## src/rtl/trap_ctrl_if.sv

```systemverilog
// Pipeline/CSR/fetch signal bundle for trap_ctrl; the core side drives it through the master modport,
// and trap_ctrl connects to it through the slave modport.
interface trap_ctrl_if #(
    parameter int CAUSE_W = 31
);
    // pipeline requests
    logic               exc_valid;
    logic [CAUSE_W-1:0] exc_cause;
    logic [31:0]        exc_pc;
    logic [31:0]        exc_val;
    logic               mret_valid;
    logic               int_window;
    logic [31:0]        int_pc;

    // csr_reg state
    logic               mstatus_mie;
    logic               mstatus_mpie;
    logic               mie_msie;
    logic               mie_mtie;
    logic               mie_meie;
    logic               mip_msip;
    logic               mip_mtip;
    logic               mip_meip;
    logic [31:0]        mtvec;
    logic [31:0]        mepc;

    // csr_reg trap / mret write port
    logic               trap_mie;
    logic               trap_mpie;
    logic [31:0]        trap_pc_in;
    logic               trap_int;
    logic [CAUSE_W-1:0] trap_cause;
    logic [31:0]        trap_val;
    logic               trap_wr_en;
    logic               mret_wr_en;
    logic               mret_mie;
    logic               mret_mpie;

    // fetch redirect
    logic               redirect_valid;
    logic [31:0]        redirect_pc;
    logic               redirect_ready;
    logic               busy;

    modport master (
        output exc_valid, exc_cause, exc_pc, exc_val, mret_valid, int_window, int_pc,
        output mstatus_mie, mstatus_mpie, mie_msie, mie_mtie, mie_meie,
        output mip_msip, mip_mtip, mip_meip, mtvec, mepc, redirect_ready,
        input  trap_mie, trap_mpie, trap_pc_in, trap_int, trap_cause, trap_val, trap_wr_en,
        input  mret_wr_en, mret_mie, mret_mpie, redirect_valid, redirect_pc, busy
    );

    modport slave (
        input  exc_valid, exc_cause, exc_pc, exc_val, mret_valid, int_window, int_pc,
        input  mstatus_mie, mstatus_mpie, mie_msie, mie_mtie, mie_meie,
        input  mip_msip, mip_mtip, mip_meip, mtvec, mepc, redirect_ready,
        output trap_mie, trap_mpie, trap_pc_in, trap_int, trap_cause, trap_val, trap_wr_en,
        output mret_wr_en, mret_mie, mret_mpie, redirect_valid, redirect_pc, busy
    );
endinterface

```

## src/rtl/trap_ctrl.sv

```systemverilog
// Machine-mode trap sequencer feeding csr_reg; TRAP_VECTORED_EN enables vectored interrupt targets.
// Accept at edge N, csr strobe in cycle N+1, redirect from N+2 held until redirect_ready; busy stalls the pipe.
module trap_ctrl #(
    parameter int CAUSE_W = 31
) (
    input  logic         clk,
    input  logic         reset,
    trap_ctrl_if.slave   bus
);

    localparam logic [1:0] ST_IDLE     = 2'd0;
    localparam logic [1:0] ST_WRITE    = 2'd1;
    localparam logic [1:0] ST_MRET_WR  = 2'd2;
    localparam logic [1:0] ST_REDIRECT = 2'd3;

    logic [1:0]         state;
    logic [1:0]         state_nxt;

    logic               pend_msi;
    logic               pend_mti;
    logic               pend_mei;
    logic               int_take;
    logic               accept_trap;
    logic               accept_mret;

    logic               acc_int;
    logic [CAUSE_W-1:0] acc_cause;
    logic [31:0]        acc_pc;
    logic [31:0]        acc_val;
    logic [31:0]        acc_target;
    logic [31:0]        trap_base;

    logic               cap_int;
    logic [CAUSE_W-1:0] cap_cause;
    logic [31:0]        cap_pc;
    logic [31:0]        cap_val;
    logic [31:0]        cap_target;
    logic               cap_mstat;

    always_comb begin
        pend_msi    = bus.mie_msie & bus.mip_msip;
        pend_mti    = bus.mie_mtie & bus.mip_mtip;
        pend_mei    = bus.mie_meie & bus.mip_meip;
        int_take    = bus.int_window & bus.mstatus_mie & (pend_msi | pend_mti | pend_mei);
        accept_trap = (state == ST_IDLE) & (bus.exc_valid | int_take);
        accept_mret = (state == ST_IDLE) & ~bus.exc_valid & ~int_take & bus.mret_valid;
    end

    // Exceptions win over interrupts; among interrupts MEI > MSI > MTI.
    always_comb begin
        acc_int   = ~bus.exc_valid;
        acc_cause = bus.exc_cause;
        acc_pc    = bus.exc_pc;
        acc_val   = bus.exc_val;
        if (!bus.exc_valid) begin
            acc_pc  = bus.int_pc;
            acc_val = 32'd0;
            if (pend_mei) begin
                acc_cause = CAUSE_W'(11);
            end else if (pend_msi) begin
                acc_cause = CAUSE_W'(3);
            end else begin
                acc_cause = CAUSE_W'(7);
            end
        end
    end

    always_comb begin
        trap_base  = {bus.mtvec[31:2], 2'b00};
        acc_target = trap_base;
`ifdef TRAP_VECTORED_EN
        if ((bus.mtvec[1:0] == 2'b01) && acc_int) begin
            acc_target = trap_base + (32'(acc_cause) << 2);
        end
`else
`endif
    end

    always_comb begin
        state_nxt = state;
        case (state)
            ST_IDLE: begin
                if (accept_trap) begin
                    state_nxt = ST_WRITE;
                end else if (accept_mret) begin
                    state_nxt = ST_MRET_WR;
                end
            end
            ST_WRITE:    state_nxt = ST_REDIRECT;
            ST_MRET_WR:  state_nxt = ST_REDIRECT;
            ST_REDIRECT: begin
                if (bus.redirect_ready) begin
                    state_nxt = ST_IDLE;
                end
            end
            default:     state_nxt = ST_IDLE;
        endcase
    end

    // cap_mstat holds mstatus.MIE for traps and mstatus.MPIE for MRET, both sampled at acceptance.
    always_ff @(posedge clk or posedge reset) begin
        if (reset) begin
            state      <= ST_IDLE;
            cap_int    <= 1'b0;
            cap_cause  <= '0;
            cap_pc     <= 32'd0;
            cap_val    <= 32'd0;
            cap_target <= 32'd0;
            cap_mstat  <= 1'b0;
        end else begin
            state <= state_nxt;
            if (accept_trap) begin
                cap_int    <= acc_int;
                cap_cause  <= acc_cause;
                cap_pc     <= acc_pc;
                cap_val    <= acc_val;
                cap_target <= acc_target;
                cap_mstat  <= bus.mstatus_mie;
            end else if (accept_mret) begin
                cap_target <= {bus.mepc[31:2], 2'b00};
                cap_mstat  <= bus.mstatus_mpie;
            end
        end
    end

    // Payloads are gated by their strobe so csr_reg and fetch see zeros whenever idle.
    assign bus.trap_wr_en     = (state == ST_WRITE);
    assign bus.trap_mie       = 1'b0;
    assign bus.trap_mpie      = bus.trap_wr_en & cap_mstat;
    assign bus.trap_int       = bus.trap_wr_en & cap_int;
    assign bus.trap_cause     = bus.trap_wr_en ? cap_cause : '0;
    assign bus.trap_pc_in     = bus.trap_wr_en ? cap_pc : 32'd0;
    assign bus.trap_val       = bus.trap_wr_en ? cap_val : 32'd0;

    assign bus.mret_wr_en     = (state == ST_MRET_WR);
    assign bus.mret_mie       = bus.mret_wr_en & cap_mstat;
    assign bus.mret_mpie      = bus.mret_wr_en;

    assign bus.redirect_valid = (state == ST_REDIRECT);
    assign bus.redirect_pc    = bus.redirect_valid ? cap_target : 32'd0;
    assign bus.busy           = (state != ST_IDLE);

endmodule

```

## src/flat_wrapper.sv

```systemverilog
// flat-port wrapper written by rule: the top's interface ports become plain ports
module trap_ctrl_flat 
#(
    parameter int CAUSE_W = 31
)
  (clk, reset, bus_exc_valid, bus_exc_cause, bus_exc_pc, bus_exc_val, bus_mret_valid, bus_int_window, bus_int_pc, bus_mstatus_mie, bus_mstatus_mpie, bus_mie_msie, bus_mie_mtie, bus_mie_meie, bus_mip_msip, bus_mip_mtip, bus_mip_meip, bus_mtvec, bus_mepc, bus_redirect_ready, bus_trap_mie, bus_trap_mpie, bus_trap_pc_in, bus_trap_int, bus_trap_cause, bus_trap_val, bus_trap_wr_en, bus_mret_wr_en, bus_mret_mie, bus_mret_mpie, bus_redirect_valid, bus_redirect_pc, bus_busy);
  trap_ctrl_if #(.CAUSE_W(CAUSE_W)) bus_i ();
  input  logic clk;
  input  logic reset;
  input wire logic [$bits(bus_i.exc_valid)-1:0] bus_exc_valid;
  input wire logic [$bits(bus_i.exc_cause)-1:0] bus_exc_cause;
  input wire logic [$bits(bus_i.exc_pc)-1:0] bus_exc_pc;
  input wire logic [$bits(bus_i.exc_val)-1:0] bus_exc_val;
  input wire logic [$bits(bus_i.mret_valid)-1:0] bus_mret_valid;
  input wire logic [$bits(bus_i.int_window)-1:0] bus_int_window;
  input wire logic [$bits(bus_i.int_pc)-1:0] bus_int_pc;
  input wire logic [$bits(bus_i.mstatus_mie)-1:0] bus_mstatus_mie;
  input wire logic [$bits(bus_i.mstatus_mpie)-1:0] bus_mstatus_mpie;
  input wire logic [$bits(bus_i.mie_msie)-1:0] bus_mie_msie;
  input wire logic [$bits(bus_i.mie_mtie)-1:0] bus_mie_mtie;
  input wire logic [$bits(bus_i.mie_meie)-1:0] bus_mie_meie;
  input wire logic [$bits(bus_i.mip_msip)-1:0] bus_mip_msip;
  input wire logic [$bits(bus_i.mip_mtip)-1:0] bus_mip_mtip;
  input wire logic [$bits(bus_i.mip_meip)-1:0] bus_mip_meip;
  input wire logic [$bits(bus_i.mtvec)-1:0] bus_mtvec;
  input wire logic [$bits(bus_i.mepc)-1:0] bus_mepc;
  input wire logic [$bits(bus_i.redirect_ready)-1:0] bus_redirect_ready;
  output wire logic [$bits(bus_i.trap_mie)-1:0] bus_trap_mie;
  output wire logic [$bits(bus_i.trap_mpie)-1:0] bus_trap_mpie;
  output wire logic [$bits(bus_i.trap_pc_in)-1:0] bus_trap_pc_in;
  output wire logic [$bits(bus_i.trap_int)-1:0] bus_trap_int;
  output wire logic [$bits(bus_i.trap_cause)-1:0] bus_trap_cause;
  output wire logic [$bits(bus_i.trap_val)-1:0] bus_trap_val;
  output wire logic [$bits(bus_i.trap_wr_en)-1:0] bus_trap_wr_en;
  output wire logic [$bits(bus_i.mret_wr_en)-1:0] bus_mret_wr_en;
  output wire logic [$bits(bus_i.mret_mie)-1:0] bus_mret_mie;
  output wire logic [$bits(bus_i.mret_mpie)-1:0] bus_mret_mpie;
  output wire logic [$bits(bus_i.redirect_valid)-1:0] bus_redirect_valid;
  output wire logic [$bits(bus_i.redirect_pc)-1:0] bus_redirect_pc;
  output wire logic [$bits(bus_i.busy)-1:0] bus_busy;
  assign bus_i.exc_valid = bus_exc_valid;
  assign bus_i.exc_cause = bus_exc_cause;
  assign bus_i.exc_pc = bus_exc_pc;
  assign bus_i.exc_val = bus_exc_val;
  assign bus_i.mret_valid = bus_mret_valid;
  assign bus_i.int_window = bus_int_window;
  assign bus_i.int_pc = bus_int_pc;
  assign bus_i.mstatus_mie = bus_mstatus_mie;
  assign bus_i.mstatus_mpie = bus_mstatus_mpie;
  assign bus_i.mie_msie = bus_mie_msie;
  assign bus_i.mie_mtie = bus_mie_mtie;
  assign bus_i.mie_meie = bus_mie_meie;
  assign bus_i.mip_msip = bus_mip_msip;
  assign bus_i.mip_mtip = bus_mip_mtip;
  assign bus_i.mip_meip = bus_mip_meip;
  assign bus_i.mtvec = bus_mtvec;
  assign bus_i.mepc = bus_mepc;
  assign bus_i.redirect_ready = bus_redirect_ready;
  assign bus_trap_mie = bus_i.trap_mie;
  assign bus_trap_mpie = bus_i.trap_mpie;
  assign bus_trap_pc_in = bus_i.trap_pc_in;
  assign bus_trap_int = bus_i.trap_int;
  assign bus_trap_cause = bus_i.trap_cause;
  assign bus_trap_val = bus_i.trap_val;
  assign bus_trap_wr_en = bus_i.trap_wr_en;
  assign bus_mret_wr_en = bus_i.mret_wr_en;
  assign bus_mret_mie = bus_i.mret_mie;
  assign bus_mret_mpie = bus_i.mret_mpie;
  assign bus_redirect_valid = bus_i.redirect_valid;
  assign bus_redirect_pc = bus_i.redirect_pc;
  assign bus_busy = bus_i.busy;
  trap_ctrl #(.CAUSE_W(CAUSE_W)) u_core (.clk(clk), .reset(reset), .bus(bus_i));
endmodule
```

## config.mk

```make
export PLATFORM = sky130hd
export DESIGN_NAME = trap_ctrl_flat
export DESIGN_NICKNAME = d
export VERILOG_FILES = /design/src/rtl/trap_ctrl_if.sv /design/src/rtl/trap_ctrl.sv /design/src/flat_wrapper.sv
export SDC_FILE = /design/constraint.sdc
export NUM_CORES = 1
export LEC_CHECK = 0
export BUFFER_PORTS_ARGS = -buffer_cell sky130_fd_sc_hd__buf_2
export CORE_AREA = 3 3 133 135
export CTS_BUF_LIST = sky130_fd_sc_hd__clkbuf_4
export DETAILED_ROUTE_END_ITERATION = 8
export DIE_AREA = 0 0 136 138
export PLACE_DENSITY = 0.73
export SYNTH_ARGS = -nofsm -noshare
export SYNTH_HDL_FRONTEND = slang
export SYNTH_SLANG_ARGS = --single-unit
```

## constraint.sdc

```tcl
create_clock -name clk -period 3.8 [get_ports clk]
set_input_delay 0.19 -clock clk [delete_from_list [all_inputs] [get_ports clk]]
set_output_delay 0.19 -clock clk [all_outputs]
set_load 0.01 [all_outputs]
```

; ---- Yosys cells after proc, flatten, opt, wreduce, memory -nomap -nowiden
; Cells that the tools add are included.
[word_totals]
regBits = 131
elab_cells = 51
[op_classes]
muxes = 17
n_reduce_logical = 5
n_eq_ne = 5
n_bitwise = 17
[ops]
columns = cell, count
row1 = 2-to-1 mux 32 bit, 7
row2 = 2-to-1 mux 31 bit, 3
row3 = bitwise AND 1 bit, 12
row4 = 2-to-1 mux 2 bit, 3
row5 = case mux 2 bit (3 select lines), 1
row6 = equality test 2 bit (second input constant), 2
row7 = nonzero test 2 bit, 2
row8 = 2-to-1 mux 3 bit, 1
row9 = inequality test 3 x 1 -> 1 bit (second input constant), 1
row10 = OR 1 bit, 3
row11 = equality test 2 x 1 -> 1 bit (second input constant), 1
row12 = logical NOT 2 bit, 1
row13 = 2-to-1 mux 1 bit, 2
row14 = inequality test 2 bit (second input constant), 1
row15 = NOT 1 bit, 2
row16 = AND reduction 2 bit, 1
row17 = OR reduction 2 bit, 1

; ---- Longest topological paths before layout
[logic_depth]
word_depth = 10
ltp_mapped = 7
ltp_nobuf = 5

; ---- Least setup slack after synthesis
; No wires, ideal clock.
[synth_path]
kind = register to register
from = register u_core.state[0]
to = register u_core.state[0]
t_arrival_ns = 1.573
setup_time_ns = 0.125
required_ns = 3.675
path_buffers = 1
period_less_slack_ns = 1.698
slack_ns = 2.102
stages_incl_launch_ff = 6
cell_sequence = dfrtp_1 inv_1 ha_1 clkbuf_1 a32o_1 mux2_2
[synth_between]
elab_chain_cells = 6
elab_cells_between_ends = 14
classes_between = eq/ne (5) / mux (2) / bitwise (4) / reduce/logical (3)
[synth_lines]
columns = item, line
row1 = "start, declared", trap_ctrl.sv:16  ; logic [1:0] state;
row2 = "start signal, assigned", trap_ctrl.sv:111  ; state <= state_nxt;
row3 = logical NOT 2 bit, "trap_ctrl.sv:45, trap_ctrl.sv:46, trap_ctrl.sv:81"
row4 = bitwise AND 1 bit (3 in a row), trap_ctrl.sv:46  ; accept_mret = (state == ST_IDLE) & ~bus.exc_valid & ~int_take & bus.mret_valid;
row5 = inequality test 3 x 1 -> 1 bit (no line), n/a
row6 = AND reduction 2 bit (no line), n/a
; Parallel ways exist; a longest one is shown, timed or not.
; A chain may end at the register's enable or synchronous reset.

; ---- Worst setup path after layout
[layout_path]
from = register u_core.state[1]
to = register u_core.cap_target[11]
[layout_between]
elab_chain_cells = 5
elab_cells_between_ends = 7
classes_between = mux (1) / bitwise (4) / reduce/logical (2)
[layout_lines]
columns = item, line
row1 = logical NOT 2 bit *, "trap_ctrl.sv:45, trap_ctrl.sv:46"
row2 = bitwise AND 1 bit (3 in a row), trap_ctrl.sv:46
row3 = nonzero test 2 bit (no line), n/a
row4 = "end signal, assigned", trap_ctrl.sv:117  ; cap_target <= acc_target;
row5 = "end signal, assigned", trap_ctrl.sv:120  ; cap_target <= {bus.mepc[31:2], 2'b00};
row6 = "end, declared", trap_ctrl.sv:37  ; logic [31:0] cap_target;
; Mark *: on every way between the ends. The rest lies on a longest branch, timed or not.

==> impl_results.md <==
* Status: finished clean
* Sequential fraction of the synthesis area at a little under 50%
* Cell Count, Final, Fillers Out at around 1.4k
* Hold Slack at between 0.08 and 0.09 ns
* Placer Congestion at 0.776
* Ant diodes at 0
* DRT antenna net count at 0
* Syn_area_per_cell at 9.34 um^2
* Port Buffer Count at 333
* Iter 0 DRT Violations at between 300 and 400
* Max Cap Viol at 0
* Skew final at roughly 0.016 ns
* Yosys cell types at 31
* Setup TNS at 0 ns
* Mapped Area at between 6000 and 7000 um^2
* Commonest cells in the netlist: nand2_1, dfrtp_1, and2_1
* Top cells by area in the synthesized netlist: dfrtp_1, and2_1, nand2_1, mux2i_1, nand3_1
* First-pass GRT wire length at 36,300 um
* Synth warn at 0
* Min Tclk post-route at ~2.6 ns
* Period utilisation layout at a little under 70%
* Most numerous cell in the Yosys netlist: nand2_1
* Logic pwr share at a little under half
* Die height at about 140 um
* Io pins at between 300 and 400
* Reg-to-reg slack, setup at 1.22 ns
* Pwr/cell area at 600 nW/um^2
* Clk root buf: clkbuf_4
* # DRC at 0
* Unrepaired setup endpoints after global routing: no
* Row count at 47
* Synth area leader: dfrtp_1
* Via density at between 4 and 5
* Highest clock rate at between 0.3 and 0.4 GHz
* Hold path cells at 4
* Hold WC Path Type: in -> reg
* Design internal power at 3.92 mW
* Initial Utilization at around 39%
* Clock sinks at 129
* Register-to-Register Path Depth at 5
* Setup violations, final at 0
* Total grt overflow at 0
* Clock Latency Late Sink at between 0.5 and 0.6 ns
* WL/cell at about 16 um
* CP endpoint kind: register
* Slew headroom at 31.5%
* Synth top area share at 49.6%
* Worst-path fanout max at 31
* Number of global-route vias before repair at roughly 7.1k
* Number of H-tree levels at 4
* R2r startpoint: u_core.state[1]
* Cts bufs inserted at 17
* Flop pwr share at a little under two fifths
* Worst endpoint data arrival time at about 3.0 ns
* Seq cells post-synth at 129
* CTS clk-pin slew, worst paths at roughly 0.12 ns
* Drt first pass iters at 5
* Core area at approximately 17,000 um^2
* P_sw at about 2.4 mW
* Worst Hold Launch: bus_redirect_ready
* Clock Power Share at around 16%
* Synth Flop Type: dfrtp_1
* WL final at between 20,000 and 25,000 um
* Area delta synth->final at 60.9%
* Die area at approximately 19,000 um^2
* CP required at about 4.2 ns
* Die width at 136 um
* Post-DP HPWL at roughly 14,000 um
* Nets at 1,400
* Final Hold Vio Count at 0
* Postcts setup bufs at 0
* Kind of critical path: reg -> reg
* Slew Limit Fails at 0
* GRT Total Usage at approximately a quarter
* WHS Endpoint: u_core.state[1]
* Max Buffers Root-to-Sink at 2
* Dpl cells at ~1.2k
* Asr flop ratio synth at between 90% and 100%
* Initial antenna violation count at 0
* Worst vdd ir at about 0.00037 V
* Largest net degree at the start of global routing at 99
* Fraction of layout instances using a drive strength above 1 at between 30% and 40%
* Syn Inst Count at roughly 700
* Startpoint Class: register
* Switching share of total power at around 38%
* Worst Max-Slew Pin Slew at 1.03 ns
* Lkg Pwr at around 5.6 nW
* FF-to-FF End: u_core.cap_target[11]
* Routed via count at 6,854
* Post-synth EDFFs at 0
* CTS tree: built
==> per-stage QoR <==
stage                     total power, mW  setup WS [ns]  utilization [%]  cell area [um^2]
after floorplan                      3.95          0.169                -              6520
after global placement               4.74           1.48             49.9              8280
after detailed placement             4.82           1.46             49.9              8280
after CTS                            6.26           1.18             63.2             10500
after global routing                 6.77           1.09             63.2             10500
final                                6.28           1.22             63.2             10500
==> cell families after synthesis <==
kind of cell	count (synthesis)	share of synthesized area, %
DFF	129	49.6
AOI/OAI and AO/OA	82	10.1
adders and majority gates	5	0.961
muxes	34	5.25
buffers and inverters	67	4.84
and+or+nand+nor	379	29.2
other	1	0.0576
==> power groups by stage <==
stage | combinational [mW] | sequential (mW) | clock, mW
2_1_floorplan | 1.72 | 2.23 | 0
3_3_place_gp | 2.45 | 2.29 | 0
3_5_place_dp | 2.50 | 2.31 | 0
4_1_cts | 2.94 | 2.29 | 1.03
5_1_grt | 3.29 | 2.39 | 1.09
6_report | 2.97 | 2.31 | 1.00
==> worst max path at each step <==
stage               cells past startpoint             from                     to  slack, ns
floorplan                               1            reset    u_core.cap_cause[0]       0.17
detailed placement                      7    bus_exc_valid       u_core.cap_mstat       1.46
global route                            5  u_core.state[1]     bus_trap_pc_in[19]       1.09
CTS                                     5  u_core.state[1]     bus_trap_pc_in[19]       1.18
finish                                  5  u_core.state[1]  u_core.cap_target[11]       1.22
global placement                        7    bus_exc_valid       u_core.cap_mstat       1.48
==> state kept, by name, summed over array words and instances, names as in the netlist <==
| signal | flops |
|---|---|
| u_core.cap_cause | 31 |
| u_core.state | 2 |
| u_core.cap_target | 30 |
| u_core.cap_pc | 32 |
| u_core.cap_int | 1 |
| u_core.cap_val | 32 |
| u_core.cap_mstat | 1 |
==> layout by cell type (no fill, tap or decap), drive strengths merged, types with 2 or more instances in the layout <==
cell type	netlist	final
inv	9	11
a21o	2	2
buf	27	340
clkbuf	31	17
a211o	2	2
a21oi	2	2
o21ai	38	38
clkinv	0	5
nand3	60	60
mux2i	33	33
nor2	2	2
nand2	157	157
o211ai	2	2
and2	128	128
nand2b	30	30
ha	5	5
dfrtp	129	129
bufinv	0	3
o22ai	2	2
o221a	30	30
clkinvlp	0	4
nor2b	2	2
dlygate4sd3	0	190
conb	1	3
==> worst max-delay path, cell delays in order (launching register included) <==
cell and delay (ns):
dfrtp_1 0.42, inv_1 0.13, ha_2 0.27, nand3_2 0.59
o221a_2 0.50, dlygate4sd3_1 0.57
==> routing by layer <==
| metal | global-route usage (%) | vias to the layer above | part of all wire (%) |
|---|---|---|---|
| met4 | 12.8 | 0 | 4.8 |
| met5 | 0 | - | 0 |
| met2 | 42.2 | 313 | 50 |
| li1 | - | 3282 | - |
| met1 | 27.5 | 3175 | 38 |
| met3 | 5.78 | 84 | 7.2 |
==> what timing repair did <==
item | in CTS | in global routing
hold buffers | 190 | 0
hold endpoints to repair | 199 | 0
resized for setup | 0 | 0
==> area by class of cell <==
class / instances / area (um^2)
well taps: 220 / 275
flip-flops and latches: 129 / 3230
repair buffers: 530 / 3660
inverters: 9 / 36.3
clock buffers: 17 / 128
multi-input cells: 503 / 2980
fillers: 1336 / 6110
clock inverters: 14 / 165
(Power assumes the default switching activity.)
